==> src/rtl/wm8731_cfg_ctrl.sv <==
// WM8731 configuration sequencer: writes the fixed register table over the 2-wire control
// port after power-up, then services headphone-volume updates, retrying NACKed frames.
module wm8731_cfg_ctrl #(
  parameter int unsigned QDIV       = 125,
  parameter int unsigned PWRUP_WAIT = 50000,
  parameter int unsigned MAX_RETRY  = 3,
  parameter logic [6:0]  DEV_ADDR   = 7'h1A
) (
  input  logic       clock_50M,
  input  logic       reset_n,
  input  logic       cfg_start,
  input  logic       vol_req,
  input  logic [6:0] vol_val,
  output logic       i2c_scl,
  output logic       i2c_sda_oe,
  input  logic       i2c_sda_in,
  output logic       busy,
  output logic       cfg_done,
  output logic       cfg_err
);

  localparam int unsigned QW = (QDIV > 1) ? $clog2(QDIV) : 1;
  localparam int unsigned WW = $clog2(PWRUP_WAIT + 1);
  localparam int unsigned RW = $clog2(MAX_RETRY + 2);

  typedef enum logic [2:0] {
    StWaitPwr, StIdle, StStart, StByte, StAck, StStop, StGap
  } state_e;

  state_e          r_state, w_state;
  logic [1:0]      r_phase, w_phase;
  logic [2:0]      r_bit, w_bit;
  logic [1:0]      r_byte, w_byte;
  logic [2:0]      r_idx, w_idx;
  logic [RW-1:0]   r_retry, w_retry;
  logic            r_nack, w_nack;
  logic            r_vol_mode, w_vol_mode;
  logic            r_cfg_done, w_cfg_done;
  logic            r_cfg_err, w_cfg_err;
  logic [WW-1:0]   r_wcnt, w_wcnt;
  logic [QW-1:0]   r_qcnt;
  logic            r_vol_pend;
  logic [6:0]      r_vol_val, r_vol_frame;
  logic            w_tick, w_vol_take;
  logic [15:0]     w_entry;
  logic [6:0]      w_reg;
  logic [8:0]      w_data;
  logic [7:0]      w_cur;

  function automatic logic [15:0] table_entry(input logic [2:0] idx);
    logic [15:0] e;
    unique case (idx)
      3'd0:    e = {7'd15, 9'h000};
      3'd1:    e = {7'd6,  9'h000};
      3'd2:    e = {7'd4,  9'h012};
      3'd3:    e = {7'd5,  9'h000};
      3'd4:    e = {7'd7,  9'h00E};
      3'd5:    e = {7'd8,  9'h000};
      3'd6:    e = {7'd2,  9'h179};
      default: e = {7'd9,  9'h001};
    endcase
    return e;
  endfunction

  assign w_tick = (r_qcnt == QW'(QDIV - 1));

  always_ff @(posedge clock_50M or negedge reset_n) begin
    if (!reset_n) r_qcnt <= '0;
    else          r_qcnt <= w_tick ? '0 : r_qcnt + 1'b1;
  end

  // Volume is captured as the START condition ends, so requests up to that point coalesce.
  assign w_vol_take = (r_state == StStart) && w_tick && (r_phase == 2'd2) && r_vol_mode &&
                      r_vol_pend;

  always_ff @(posedge clock_50M or negedge reset_n) begin
    if (!reset_n) begin
      r_vol_pend  <= 1'b0;
      r_vol_val   <= '0;
      r_vol_frame <= '0;
    end else begin
      if (vol_req) r_vol_val <= vol_val;
      if (w_vol_take) r_vol_frame <= vol_req ? vol_val : r_vol_val;
      if (vol_req)         r_vol_pend <= 1'b1;
      else if (w_vol_take) r_vol_pend <= 1'b0;
    end
  end

  assign w_entry = table_entry(r_idx);
  assign w_reg   = r_vol_mode ? 7'd2 : w_entry[15:9];
  assign w_data  = r_vol_mode ? {2'b10, r_vol_frame} : w_entry[8:0];

  always_comb begin
    case (r_byte)
      2'd0:    w_cur = {DEV_ADDR, 1'b0};
      2'd1:    w_cur = {w_reg, w_data[8]};
      default: w_cur = w_data[7:0];
    endcase
  end

  always_comb begin
    w_state    = r_state;
    w_phase    = r_phase;
    w_bit      = r_bit;
    w_byte     = r_byte;
    w_idx      = r_idx;
    w_retry    = r_retry;
    w_nack     = r_nack;
    w_vol_mode = r_vol_mode;
    w_cfg_done = r_cfg_done;
    w_cfg_err  = r_cfg_err;
    w_wcnt     = r_wcnt;
    unique case (r_state)
      StWaitPwr: begin
        w_wcnt = r_wcnt + 1'b1;
        if (r_wcnt == WW'(PWRUP_WAIT - 1)) begin
          w_state    = StStart;
          w_phase    = '0;
          w_idx      = '0;
          w_vol_mode = 1'b0;
        end
      end
      StIdle: begin
        if (cfg_start) begin
          w_cfg_done = 1'b0;
          w_cfg_err  = 1'b0;
          w_retry    = '0;
          w_idx      = '0;
          w_vol_mode = 1'b0;
          w_phase    = '0;
          w_state    = StStart;
        end else if (r_cfg_done && r_vol_pend) begin
          w_vol_mode = 1'b1;
          w_retry    = '0;
          w_phase    = '0;
          w_state    = StStart;
        end
      end
      StStart: begin
        if (w_tick) begin
          if (r_phase == 2'd2) begin
            w_phase = '0;
            w_bit   = 3'd7;
            w_byte  = '0;
            w_nack  = 1'b0;
            w_state = StByte;
          end else begin
            w_phase = r_phase + 2'd1;
          end
        end
      end
      StByte: begin
        if (w_tick) begin
          w_phase = r_phase + 2'd1;
          if (r_phase == 2'd3) begin
            if (r_bit == 3'd0) w_state = StAck;
            else               w_bit   = r_bit - 3'd1;
          end
        end
      end
      StAck: begin
        if (w_tick) begin
          w_phase = r_phase + 2'd1;
          if (r_phase == 2'd3) begin
            if (i2c_sda_in) begin
              w_nack  = 1'b1;
              w_state = StStop;
            end else if (r_byte == 2'd2) begin
              w_state = StStop;
            end else begin
              w_byte  = r_byte + 2'd1;
              w_bit   = 3'd7;
              w_state = StByte;
            end
          end
        end
      end
      StStop: begin
        if (w_tick) begin
          if (r_phase == 2'd2) begin
            w_phase = '0;
            if (r_nack) begin
              w_retry = r_retry + 1'b1;
              if (r_retry == RW'(MAX_RETRY)) begin
                w_cfg_err = 1'b1;
                w_state   = StIdle;
              end else begin
                w_state = StGap;
              end
            end else begin
              w_retry = '0;
              if (r_vol_mode) begin
                w_state = StIdle;
              end else if (r_idx == 3'd7) begin
                w_cfg_done = 1'b1;
                w_state    = StIdle;
              end else begin
                w_idx   = r_idx + 3'd1;
                w_state = StGap;
              end
            end
          end else begin
            w_phase = r_phase + 2'd1;
          end
        end
      end
      StGap: begin
        if (w_tick) begin
          w_phase = r_phase + 2'd1;
          if (r_phase == 2'd3) w_state = StStart;
        end
      end
      default: w_state = StIdle;
    endcase
  end

  always_ff @(posedge clock_50M or negedge reset_n) begin
    if (!reset_n) begin
      r_state    <= StWaitPwr;
      r_phase    <= '0;
      r_bit      <= '0;
      r_byte     <= '0;
      r_idx      <= '0;
      r_retry    <= '0;
      r_nack     <= 1'b0;
      r_vol_mode <= 1'b0;
      r_cfg_done <= 1'b0;
      r_cfg_err  <= 1'b0;
      r_wcnt     <= '0;
    end else begin
      r_state    <= w_state;
      r_phase    <= w_phase;
      r_bit      <= w_bit;
      r_byte     <= w_byte;
      r_idx      <= w_idx;
      r_retry    <= w_retry;
      r_nack     <= w_nack;
      r_vol_mode <= w_vol_mode;
      r_cfg_done <= w_cfg_done;
      r_cfg_err  <= w_cfg_err;
      r_wcnt     <= w_wcnt;
    end
  end

  // Bus pins decode straight from state so a reset releases the bus immediately.
  always_comb begin
    i2c_scl    = 1'b1;
    i2c_sda_oe = 1'b0;
    case (r_state)
      StStart: begin
        i2c_scl    = (r_phase != 2'd2);
        i2c_sda_oe = (r_phase != 2'd0);
      end
      StByte: begin
        i2c_scl    = r_phase[1];
        i2c_sda_oe = ~w_cur[r_bit];
      end
      StAck:   i2c_scl = r_phase[1];
      StStop: begin
        i2c_scl    = (r_phase != 2'd0);
        i2c_sda_oe = (r_phase != 2'd2);
      end
      default: ;
    endcase
  end

  assign busy     = (r_state != StIdle) && (r_state != StWaitPwr);
  assign cfg_done = r_cfg_done;
  assign cfg_err  = r_cfg_err;

endmodule

==> config.mk <==
export PLATFORM = sky130hd
export DESIGN_NAME = wm8731_cfg_ctrl
export DESIGN_NICKNAME = d
export VERILOG_FILES = /design/src/rtl/wm8731_cfg_ctrl.sv
export SDC_FILE = /design/constraint.sdc
export NUM_CORES = 1
export LEC_CHECK = 0
export ABC_AREA = 1
export CORE_MARGIN = 4
export CORE_UTILIZATION = 53
export CTS_BUF_LIST = sky130_fd_sc_hd__clkbuf_8
export DETAILED_ROUTE_END_ITERATION = 16
export HOLD_SLACK_MARGIN = 0.02
export PLACE_DENSITY_LB_ADDON = 0.15
export RECOVER_POWER = 100
export SLEW_MARGIN = 30
export SYNTH_ARGS = -nofsm -noshare
export SYNTH_HDL_FRONTEND = slang
export SYNTH_SLANG_ARGS = --single-unit
==> constraint.sdc <==
create_clock -name clock_50M -period 4.88 [get_ports clock_50M]
set_input_delay 1.464 -clock clock_50M [delete_from_list [all_inputs] [get_ports clock_50M]]
set_output_delay 1.464 -clock clock_50M [all_outputs]
set_load 0.02 [all_outputs]
Word level (Yosys, flattened, before mapping) --
Index checks and enable logic that the tools add are counted.
Word-level totals: bits in registers 58, bits of input ports 12, word-level logic and storage cells 197
Operators by class: $add $sub $neg 7, order comparisons 1, equal/unequal tests 48, mux-type cells 93, bitwise gates (word level) 1, reductions and logical operators 32
Operators by type and width (number):
- $mux W3 | 41
- $pmux W13 S7 | 1
- $ne A2 B2 Y1 const B | 23
- $mux W2 | 12
- $eq A3 B3 Y1 const B | 7
- $mux W1 | 21
- $mux W7 | 3
- $pmux W3 S7 | 1
- $pmux W3 S3 | 2
- $add A16 B1 Y16 const B | 1
- $eq A16 B16 Y1 const B | 1
- $pmux W8 S2 | 1
- $eq A3 B2 Y1 const B | 5
- $reduce_and A7 Y1 | 2
- $reduce_and A13 Y1 | 1
- $reduce_and A6 Y1 | 2
- $reduce_and A10 Y1 | 1
- $reduce_bool A2 Y1 | 5
- $logic_not A3 Y1 | 3
- $mux W9 | 1
- $reduce_bool A3 Y1 | 3
- $pmux W1 S2 | 4
- $pmux W2 S4 | 1
- $reduce_and A8 Y1 | 1
- 25 further kinds | 39

Longest topological paths before layout --
depth after elaboration 8, mapped depth 13, gate-level depth less buffers 13

Least setup slack after synthesis --
Ideal clock, no wire load.
path kind register to output, start point register r_byte[0], end point output i2c_sda_oe, arrival 1.510 ns, setup slack 1.906 ns, stages on the path, launching flop included 13, buffers on the path 0, cell sequence dfrtp_1 -> inv_1 -> ha_1 -> nor2_1 -> inv_1 -> a21oi_1 -> nand2_1 -> nand2_1 -> nand3_1 -> nand2_1 -> nand2_1 -> nand2_1 -> nand2_1
Between the ends: cells in the longest elaborated chain, start to end 6, elaborated cells on any way between the ends 7, those cells by class 1 x eq/ne; 4 x mux; 1 x bitwise; 1 x reduce/logical
Ends and longest elaborated chain:
- from (decl) | RTL line 33 | logic [1:0] r_byte, w_byte;
- from (signal assigned) | RTL line 234 | r_byte <= w_byte;
- $eq A2 B1 Y1 or $logic_not A2 Y1 (tied branches) | RTL line 94 | case (r_byte)
- $pmux W8 S2 * | RTL line 94
- $bmux W1 S3 * | RTL line 256 | i2c_sda_oe = ~w_cur[r_bit];
- $mux W1 (implied by the code) * | RTL line 256
- $not A1 Y1 * | RTL line 256
- $pmux W1 S3 * | RTL line 249 | case (r_state)
- to (decl) | RTL line 15 | output logic i2c_sda_oe,
Every way passes the cells marked *; elsewhere a longest branch is shown, timed or not. The select of a mux whose other input is x is not followed.

Worst setup path after layout --
start point register r_state[1], end point output i2c_sda_oe
Between the ends: cells in the longest elaborated chain, start to end 2, elaborated cells on any way between the ends 4, those cells by class 3 x eq/ne; 1 x mux
Ends and longest elaborated chain:
- from (decl) | RTL line 30 | state_e r_state, w_state;
- from (signal assigned) | RTL line 219 | r_state <= StWaitPwr;
- from (signal assigned) | RTL line 231 | r_state <= w_state;
- $eq A3 B3 Y1 or $eq A3 B2 Y1 (tied branches) | RTL line 249
- $pmux W1 S3 * | RTL line 249
Every way passes the cells marked *; elsewhere a longest branch is shown, timed or not.

==> results.yml <==
final_layout:
  diodes: 0
  fill_cells: 617
  drive_gt1_share_pct: 7.76
  final-seq-area_sq_um: 1450
  multiInputGateArea_sq_um: 1760
  design_area_sq_um: 3960
  syn2layout_area_growth_pct: 10.5
  final_nets: 517
logic_synthesis:
  synth_top_area_share_pct: 40.5
  synthTopCellsByCount: "nand2_1 (137), inv_1 (64), dfrtp_1 (58)"
  synth.mux.area_fraction_pct: 0.838
  syn-cell-area_sq_um: 3580
  synthCells: 462
  post-synth-top-area-cell: "dfrtp_1"
  syn_area_per_cell_sq_um: 7.76
  yosysUniqueCellTypes: 37
  synth_xor_area_share_pct: 3.91
  synth_edf_count: 0
  ys_top_cells_by_area: "dfrtp_1 (40%), nand2_1 (14%), ha_1 (7.0%), inv_1 (6.7%), nand3_1 (3.4%)"
  ys_seq_elements: 58
  yosysWarningCount: 0
  synth-simple-area-share_pct: 31.1
  synth_compound_area_share_pct: 8.24
  syn-num-nets: 494
  synthArstFlopShare_pct: 100
  synth_top_family_by_area: "simple AND/OR/NAND/NOR gates"
  synthAdderAreaFrac_pct: 6.98
  synthFlopType: "dfrtp_1"
  seq_area_frac_synth_pct: 40.5
  synth_most_common_cell: "nand2_1"
power_and_ir_drop:
  p_total_w: 0.00103
  p_per_area_nw_per_um2: 261
  vdd_drop_max_mv: 0.157
  total_leakage_power_nw: 2.04
drt:
  avgRoutedWirePerCell_microns: 12.5
  drt-vias-per-instance: 5.10
  dr.pass1.iters: 4
  drt-initial-drc-count: 124
  vias: 2894
  antenna_left: 0
  drt-total-wl_mm: 7.10
  drcViolationCount: 0
clocking:
  post_cts.repair.setup_buffers: 0
  numClockSinks: 58
  clock_path_buffers: 2
  htreeDepth: 3
  cts_resized: 0
  postCtsHoldBufs: 0
  clk_latency_ps: 350
  path_clk_slew_ps: 80
  cts.root.buffer_cell: "clkbuf_8"
  numCtsBuffers: 9
  cts_tree: "yes"
setup_path:
  rr_worst_depth: 8
  crit_type: "flip-flop to primary output"
  crit_required_ps: 3420
  cp-start-kind: "flip-flop"
  worst_ep_arrival_time_ps: 2820
  path_max_fanout: 8
  end_kind: "primary output"
outcome:
  status: "complete, but fails checks"
  violations: "max-capacitance violations, max-slew violations"
placed_design:
  dpl.hpwl_mm: 5.38
  placed_area_sq_um: 3810
  port_buffers: 16
  pre_cts_ws_ps: 1290
  place_congestion: 0.890
grt:
  antenna_found_initial: 0
  track_usage_pct: 19.4
  grt_pass1_wl_mm: 12.9
  grt_overflow: 0
  grt_pass1_vias: 2892
  grt_max_degree: 40
timing:
  setup_tns_ps: 0
  fin_crit_sh_pct: 87.9
  period_needed_ps: 4290
  slew_headroom_pct: -36.1
  fin_ws_ps: 593
  clock_skew_ps: 6.47
  rsz0062_at_grt: "no"
  max_clock_freq_mhz: 233
  drv_slew: 40
  timing.hold.ws_ps: 468
  finalHoldViolCount: 0
  setup_viol: 0
  tightestPinTransition_ps: 2040
floorplanning:
  die_w_microns: 90.2
  die_area_sq_um: 8140
  coreArea_sq_um: 6460
  fp.dieH_microns: 90.2
  fp-row-count: 29
  start_util_pct: 55.5
  ios: 17
flow_run:
  drv_cap: 1
worst_hold_path:
  hp-class: "flip-flop to flip-flop"
  worstHoldPathCells: 1
-- stage by stage --
step | util [%] | cells
floorplan | - | 462
global placement | 59.0 | 551
detailed placement | 59.0 | 551
CTS | 62.5 | 567
global route | 61.3 | 567
finish | 61.3 | 567
-- area by class of cell --
class / instances / area share, %
Multi-Input combinational cell: 329 / 44.5
Sequential cell: 58 / 36.6
Inverter: 70 / 6.76
Timing Repair Buffer: 17 / 3.98
Clock buffer: 9 / 3.13
Clock inverter: 7 / 2.56
Tap cell: 77 / 2.43
-- registers in the layout, summed over array words and instances, names as in the netlist, 2 cells and up --
name and cells:
r_retry 3, r_state 3, r_vol_frame 7, r_qcnt 7, r_wcnt 16, r_vol_val 7
r_idx 3, r_bit 3, r_phase 2, r_byte 2
-- kinds of logic after synthesis --
| logic type | Yosys count |
|---|---|
| AND/OR/NAND/NOR | 236 |
| adder cells (fa/ha/maj) | 20 |
| flip-flops | 58 |
| multiplexers | 3 |
| XOR/XNOR | 16 |
| AO/OA/AOI/OAI | 54 |
| buffers and inverters | 75 |
-- report_power, final --
| group | switching, W | internal, W | total (W) |
|---|---|---|---|
| registers | 0.00000372 | 0.000488 | 0.000491 |
| clock network | 0.000216 | 0.000291 | 0.000508 |
| logic | 0.0000220 | 0.0000125 | 0.0000345 |
-- layout by cell type, fill, tap and decap left out, types with 2 or more instances in the layout --
cell type          n
inv_6              2
o22ai_1            2
inv_4              2
o21ai_0           26
inv_2              4
dfrtp_1           58
nor3b_1            2
inv_1             64
o21a_1             3
clkbuf_1           2
nand2_4            4
nand4_1            9
clkinvlp_4         2
nand3_1           25
nand2_1          138
clkbuf_8           9
nand2_2            3
bufinv_16          2
nor3_1             7
a21oi_1           17
xor2_1            10
nor2_2             3
nor2_1            38
clkdlybuf4s50_1    8
nor2_4             2
ha_1              20
xnor2_1            6
dlygate4sd3_1      7
mux2i_1            3
-- worst max-delay path, cell delays in order (launching register included) --
cell           delay (ps)
dfrtp_1               480
inv_4                  80
nor3_1                850
inv_4                 120
a21oi_1               160
nand2_1                60
nand2_1                50
dlygate4sd3_1         670
-- layer usage --
| metal | track usage (%) | up-vias | routed length, microns |
|---|---|---|---|
| met1 | 25.4 | 1320 | 3390 |
| met3 | 4.59 | 9 | 274 |
| met4 | 7.91 | 0 | 102 |
| met2 | 30.7 | 53 | 3330 |
| li1 | - | 1512 | - |
| met5 | 0 | - | 0 |
-- path summary, 6_finish.rpt --
check / from / slack (ps) / to
max in group asynchronous: reset_n / 1430 / r_retry[2]$_DFFE_PN0P_
worst max register to register: r_state[1]$_DFFE_PN0P_ / 2620 / r_bit[2]$_DFFE_PN0P_
worst min-delay path: r_wcnt[13]$_DFFE_PN0P_ / 470 / r_wcnt[13]$_DFFE_PN0P_
worst max-delay path: r_state[1]$_DFFE_PN0P_ / 590 / i2c_sda_oe
worst min register to register: r_wcnt[13]$_DFFE_PN0P_ / 470 / r_wcnt[13]$_DFFE_PN0P_
min in group asynchronous: reset_n / 1690 / r_wcnt[12]$_DFFE_PN0P_
No activity file was read; power rests on OpenSTA's default activity.
